### src/rtl/commit_trace_fifo.sv
// commit_trace_fifo
//   Captures the core's retirement stream into a first-word-fall-through
//   FIFO so a debug/difftest host can drain it over a valid/ready port.
//   Each entry is tagged with a free-running commit sequence number, so a
//   gap in trace_seq at the host marks dropped commits.
//
// Optional feature: define COMMIT_TRACE_FLOW_CHECK_EN to enable the PC-flow
//   continuity check (commit_pc must equal the previous commit's pre_pc).
//   When it is undefined, flow_err and flow_err_pc are tied to 0.
//
// Ports
//   clk, rst            : clock, asynchronous active-low reset
//   commit, commit_*    : retirement stream from write-back
//   trace_clr           : synchronous flush of FIFO, flags and drop counter
//   trace_valid/ready   : head handshake to the host
//   trace_pc/instr/pre_pc/seq : head entry fields
//   fifo_count          : current occupancy
//   overflow, drop_cnt  : sticky drop flag, saturating drop counter
//   flow_err, flow_err_pc : sticky PC discontinuity flag and first bad PC
module commit_trace_fifo #(
    parameter int DEPTH  = 8,
    parameter int SEQ_W  = 32,
    parameter int DROP_W = 16
) (
    input  logic                     clk,
    input  logic                     rst,
    input  logic                     commit,
    input  logic [31:0]              commit_instr,
    input  logic [63:0]              commit_pc,
    input  logic [63:0]              commit_pre_pc,
    input  logic                     trace_clr,
    output logic                     trace_valid,
    input  logic                     trace_ready,
    output logic [63:0]              trace_pc,
    output logic [31:0]              trace_instr,
    output logic [63:0]              trace_pre_pc,
    output logic [SEQ_W-1:0]         trace_seq,
    output logic [$clog2(DEPTH):0]   fifo_count,
    output logic                     overflow,
    output logic [DROP_W-1:0]        drop_cnt,
    output logic                     flow_err,
    output logic [63:0]              flow_err_pc
);
    localparam int AW = $clog2(DEPTH);
    localparam int CW = AW + 1;

    typedef struct packed {
        logic [63:0]      pc;
        logic [31:0]      instr;
        logic [63:0]      pre_pc;
        logic [SEQ_W-1:0] seq;
    } entry_t;

    entry_t            mem [DEPTH];
    entry_t            last_q;     // last entry popped; shown while empty
    entry_t            head;
    entry_t            wr_entry;
    logic [AW-1:0]     wr_ptr, rd_ptr;
    logic [CW-1:0]     count_q;
    logic [SEQ_W-1:0]  seq_q;
    logic              overflow_q;
    logic [DROP_W-1:0] drop_q;
    logic              empty, full, pop, push, drop;

    assign empty = (count_q == '0);
    assign full  = (count_q == CW'(DEPTH));

    // trace_clr discards both the same-cycle pop and push.
    assign pop  = !empty && trace_ready && !trace_clr;
    assign push = commit && !trace_clr && (!full || pop);
    assign drop = commit && !trace_clr && full && !pop;

    assign wr_entry = '{pc: commit_pc, instr: commit_instr,
                        pre_pc: commit_pre_pc, seq: seq_q};

    // Storage array carries no reset; the head mux never exposes an
    // unwritten slot because empty selects last_q instead.
    always_ff @(posedge clk) begin
        if (push) mem[wr_ptr] <= wr_entry;
    end

    always_ff @(posedge clk or negedge rst) begin
        if (!rst) begin
            wr_ptr     <= '0;
            rd_ptr     <= '0;
            count_q    <= '0;
            seq_q      <= '0;
            overflow_q <= 1'b0;
            drop_q     <= '0;
            last_q     <= '0;
        end else begin
            // Sequence number advances on every commit, kept or not.
            if (commit) seq_q <= seq_q + 1'b1;

            if (trace_clr) begin
                wr_ptr     <= '0;
                rd_ptr     <= '0;
                count_q    <= '0;
                overflow_q <= 1'b0;
                drop_q     <= '0;
            end else begin
                if (push) wr_ptr <= wr_ptr + 1'b1;
                if (pop) begin
                    rd_ptr <= rd_ptr + 1'b1;
                    last_q <= mem[rd_ptr];
                end
                case ({push, pop})
                    2'b10:   count_q <= count_q + 1'b1;
                    2'b01:   count_q <= count_q - 1'b1;
                    default: count_q <= count_q;
                endcase
                if (drop) begin
                    overflow_q <= 1'b1;
                    if (drop_q != '1) drop_q <= drop_q + 1'b1;
                end
            end
        end
    end

    assign head         = empty ? last_q : mem[rd_ptr];
    assign trace_valid  = !empty;
    assign trace_pc     = head.pc;
    assign trace_instr  = head.instr;
    assign trace_pre_pc = head.pre_pc;
    assign trace_seq    = head.seq;
    assign fifo_count   = count_q;
    assign overflow     = overflow_q;
    assign drop_cnt     = drop_q;

`ifdef COMMIT_TRACE_FLOW_CHECK_EN
    logic [63:0] last_pre_pc;
    logic        have_prev;
    logic        flow_err_q;
    logic [63:0] flow_err_pc_q;

    // Every commit (including dropped ones) is checked against the previous
    // commit's predicted next PC; a clear restarts history so the first
    // commit afterwards is never flagged.
    always_ff @(posedge clk or negedge rst) begin
        if (!rst) begin
            last_pre_pc   <= '0;
            have_prev     <= 1'b0;
            flow_err_q    <= 1'b0;
            flow_err_pc_q <= '0;
        end else if (trace_clr) begin
            last_pre_pc   <= '0;
            have_prev     <= 1'b0;
            flow_err_q    <= 1'b0;
            flow_err_pc_q <= '0;
        end else if (commit) begin
            if (have_prev && (commit_pc != last_pre_pc)) begin
                if (!flow_err_q) flow_err_pc_q <= commit_pc;
                flow_err_q <= 1'b1;
            end
            last_pre_pc <= commit_pre_pc;
            have_prev   <= 1'b1;
        end
    end

    assign flow_err    = flow_err_q;
    assign flow_err_pc = flow_err_pc_q;
`else
    assign flow_err    = 1'b0;
    assign flow_err_pc = '0;
`endif

endmodule

### config.mk
export PLATFORM = sky130hd
export DESIGN_NAME = commit_trace_fifo
export DESIGN_NICKNAME = d
export VERILOG_FILES = /design/src/rtl/commit_trace_fifo.sv
export SDC_FILE = /design/constraint.sdc
export NUM_CORES = 2
export LEC_CHECK = 0
export CAP_MARGIN = 20
export CORE_MARGIN = 2
export CORE_UTILIZATION = 68
export CTS_CLUSTER_DIAMETER = 80
export DETAILED_ROUTE_END_ITERATION = 10
export DONT_BUFFER_PORTS = 1
export GPL_TIMING_DRIVEN = 1
export PLACE_DENSITY = 0.84
export SLEW_MARGIN = 10
export SYNTH_ARGS = -nofsm -noshare
export SYNTH_HDL_FRONTEND = slang
export SYNTH_SLANG_ARGS = --single-unit
### constraint.sdc
create_clock -name clk -period 25.1 [get_ports clk]
set_input_delay 5.02 -clock clk [delete_from_list [all_inputs] [get_ports clk]]
set_output_delay 5.02 -clock clk [all_outputs]
set_load 0.02 [all_outputs]
==> summary.md <==
| Metric | Value |
|---|---|
| Layout Nets | `3,841` |
| IO Pins | `444` |
| Post-Synthesis Cells | `~3,700` |
| Internal power | `between 5 and 6 mW` |
| Max Fclk | `a little under 100 MHz` |
| I/O Buffers | `0` |
| Number of post-CTS setup repair buffers | `0` |
| CTS tree | `done` |
| Period minus WS final | `~10,000 ps` |
| Worst Path Arrival | `5330 ps` |
| Final HPWL DP | `78.52 mm` |
| Post-Synthesis Cell Area | `0.06953 mm^2` |
| Area Growth Syn to Fin | `9.629%` |
| Num rows | `117` |
| Worst-Skew Late Latency | `780 ps` |
| Final setup viols | `0` |
| Fraction of registers with async set/reset | `roughly 14%` |
| Min Hold Slack | `477.2 ps` |
| Combinational power share | `23.7%` |
| Routed wl met3 | `14.65 mm` |
| Crit Path Category | `flip-flop to primary output` |
| PostCTS Resize Cnt | `0` |
| Crit. End Element | `primary output` |
| Sequential area share after synthesis | `75.37%` |
| Root Buffer | `clkbuf_16` |
| Unique masters post-synth | `48` |
| Post-DRT Antenna Nets | `0` |
| Worst-path fanout max | `63` |
| Syn avg cell area | `19.03 um^2` |
| Hold Path Class | `flip-flop to flip-flop` |
| RSZ-0062 raised after global routing | `no` |
| Top post-synthesis cells by area | `edfxtp_1, mux4_2, dfrtp_1, mux2i_1, a21oi_1` |
| DR vias | `34,960` |
| Initial core utilization | `68.44%` |
| DRC | `0` |
| Largest net degree at the start of global routing | `around 250` |
| First-pass detailed-route iteration total | `5` |
| Number of max-cap violations | `0` |
| CTS sink cnt | `1,787` |
| Die Ht | `323.8 um` |
| # hold bufs at CTS | `0` |
| Top cell type's share of synthesized area | `about two thirds` |
| Clock share of power | `32.0%` |
| Maximum root-to-sink buffer count | `3` |
| Vias in the first global route | `35,900` |
| Die W | `323.8 um` |
| Cell taking the most area after synthesis | `edfxtp_1` |
| Maximum resistive drop on vdd | `183.1 uV` |
| Top sig layer | `met4` |
| Iteration-0 DRC Markers | `3,667` |
| CP startpoint kind | `flip-flop` |
| Post-Route Setup TNS | `0 ps` |
| FF+latch count, synth | `1,787` |
| Die area | `0.1048 mm^2` |
| Max-slew violations | `29` |
| Endpoints failing hold | `0` |
| Antenna violations before repair | `0` |
| Layout Skew | `29.80 ps` |
| Net Sw Frac | `31.66%` |
| Wire per inst | `around 30 um` |
| Most frequent cells in the layout | `edfxtp_1, mux4_2, dfrtp_1, nor2_1, nand2_1` |
| Hold Path Depth | `2` |
| WL met2 | `between 80 and 90 mm` |
| Power Density | `roughly 110 mW/mm^2` |
| Gpl congestion | `about 0.77` |
| Fin crit share | `between 40% and 50%` |
| Violated checks | `slew limit` |
| EDFF count, synth | `1,536` |
| Yosys warnings | `0` |
| Core box area | `approximately 0.10 mm^2` |
| Leakage power | `24.57 nW` |
| Drt via density | `6.740` |
| Commonest non-fill, non-tap cell in the layout | `edfxtp_1` |
| First-pass GRT wire length | `~230 mm` |
| Global route overflow | `0` |
| Clock slew at reported path FFs | `~60 ps` |
| Total Routed Length | `157.2 mm` |
| Sequential Power Share | `44.3%` |
| R2R depth | `5` |
| CTS Buf Count | `168` |
| GRT Util Overall | `between 30 and 40%` |
| Measured slew at the worst slew-check pin | `1508 ps` |
| Synth Flop Type | `edfxtp_1` |
| Sw power | `2.549 mW` |
| Slew margin rel. | `-0.5291%` |
| M1 WL | `54.92 mm` |
| Status | `finished, violations left` |
| Fraction of layout cells with a size suffix above 1 | `19.12%` |
| Worst EP required | `20,080 ps` |
| Htree depth | `4` |
## state kept, by name, indices dropped and copies added (netlist names)
signal	flops
wr_ptr	3
mem	1536
rd_ptr	3
drop_cnt	16
fifo_count	4
last_q	192
overflow	1
seq_q	32
## cell families after synthesis
| kind of cell | synth area share, % |
|---|---|
| XOR/XNOR | 0.4913 |
| adder cells (fa/ha/maj) | 0.1080 |
| multiplexers | 15.35 |
| AND/OR/NAND/NOR | 3.358 |
| flip-flops | 75.37 |
| other | 0.005393 |
| buffers and inverters | 2.224 |
| AO/OA/AOI/OAI | 3.097 |
## power groups by stage
stage | Clock, mW | Combinational (mW) | Sequential, mW
floorplan | 0 | 1.54 | 3.58
global placement | 0 | 1.80 | 3.60
detailed placement | 0 | 1.85 | 3.62
CTS | 2.60 | 1.91 | 3.57
global route | 2.71 | 2.04 | 3.59
finish | 2.57 | 1.91 | 3.57
## cell type report
type	instances	area (um^2)
sequential	1787	52420
fill	5273	25370
multi-input combinational	1648	15890
clock buffer	235	4686
tap	1368	1712
clock inverter	82	949.7
timing repair buffer	54	533.0
inverter	11	41.29
antenna	1	2.502
## through the flow
step / power, mW / setup WS, ps / cell area, um^2 / cells / util, %
floorplan: 5.122 / 5263 / 69770 / 3717 / -
global placement: 5.405 / 15590 / 70530 / 4866 / 69.43
detailed placement: 5.470 / 15550 / 70530 / 4866 / 69.43
CTS: 8.078 / 14730 / 76170 / 5183 / 74.97
global route: 8.338 / 14570 / 76220 / 5185 / 75.03
finish: 8.051 / 14750 / 76230 / 5186 / 75.03
## worst max-delay path, stage by stage, from the launching register on
cell	delay, ps
dfrtp_4	710
buf_4	770
buf_4	810
buf_4	790
mux4_2	360
mux2i_1	140
a21oi_1	750
## worst paths after layout
kind | from | endpoint | slack (ps)
worst min register to register | last_q[48]$_DFFE_PN0P_ | last_q[48]$_DFFE_PN0P_ | 480
max in group asynchronous | rst | last_q[70]$_DFFE_PN0P_ | 20550
worst max-delay path | rd_ptr[1]$_DFFE_PN0P_ | trace_pc[4] | 14750
min in group asynchronous | rst | seq_q[14]$_DFFE_PN0P_ | 3960
worst max register to register | fifo_count[1]$_DFFE_PN0P_ | last_q[93]$_DFFE_PN0P_ | 20040
worst min-delay path | last_q[48]$_DFFE_PN0P_ | last_q[48]$_DFFE_PN0P_ | 480
## synthesized netlist by cell type, types with 3 or more instances
library cell,n
dfrtp_1,251
or3_1,3
clkbuf_1,68
o21ai_0,78
nor4_1,3
nand2b_1,3
nand2_1,214
buf_2,111
o31ai_1,8
nand4_1,9
a2111oi_0,3
ha_1,6
buf_1,3
nor3_1,7
and4_1,6
and3_1,5
mux4_2,384
nand3b_1,3
a21oi_1,205
inv_1,11
mux2_1,3
nor3_2,6
xnor2_1,20
xor2_1,19
mux2i_1,193
nor2b_1,7
nor2_1,221
nor4_2,4
buf_4,86
mux2_2,5
edfxtp_1,1536
nand3_1,27
o21ai_1,117
or4_1,9
## per-layer routing
layer | vias to the layer above | GRT usage (%)
li1 | 14390 | -
met3 | 403 | 7.186
met2 | 2018 | 50.96
met1 | 18150 | 37.87
met5 | - | 0
met4 | 0 | 13.90
Note: power is estimated with default switching activity, not from simulation.
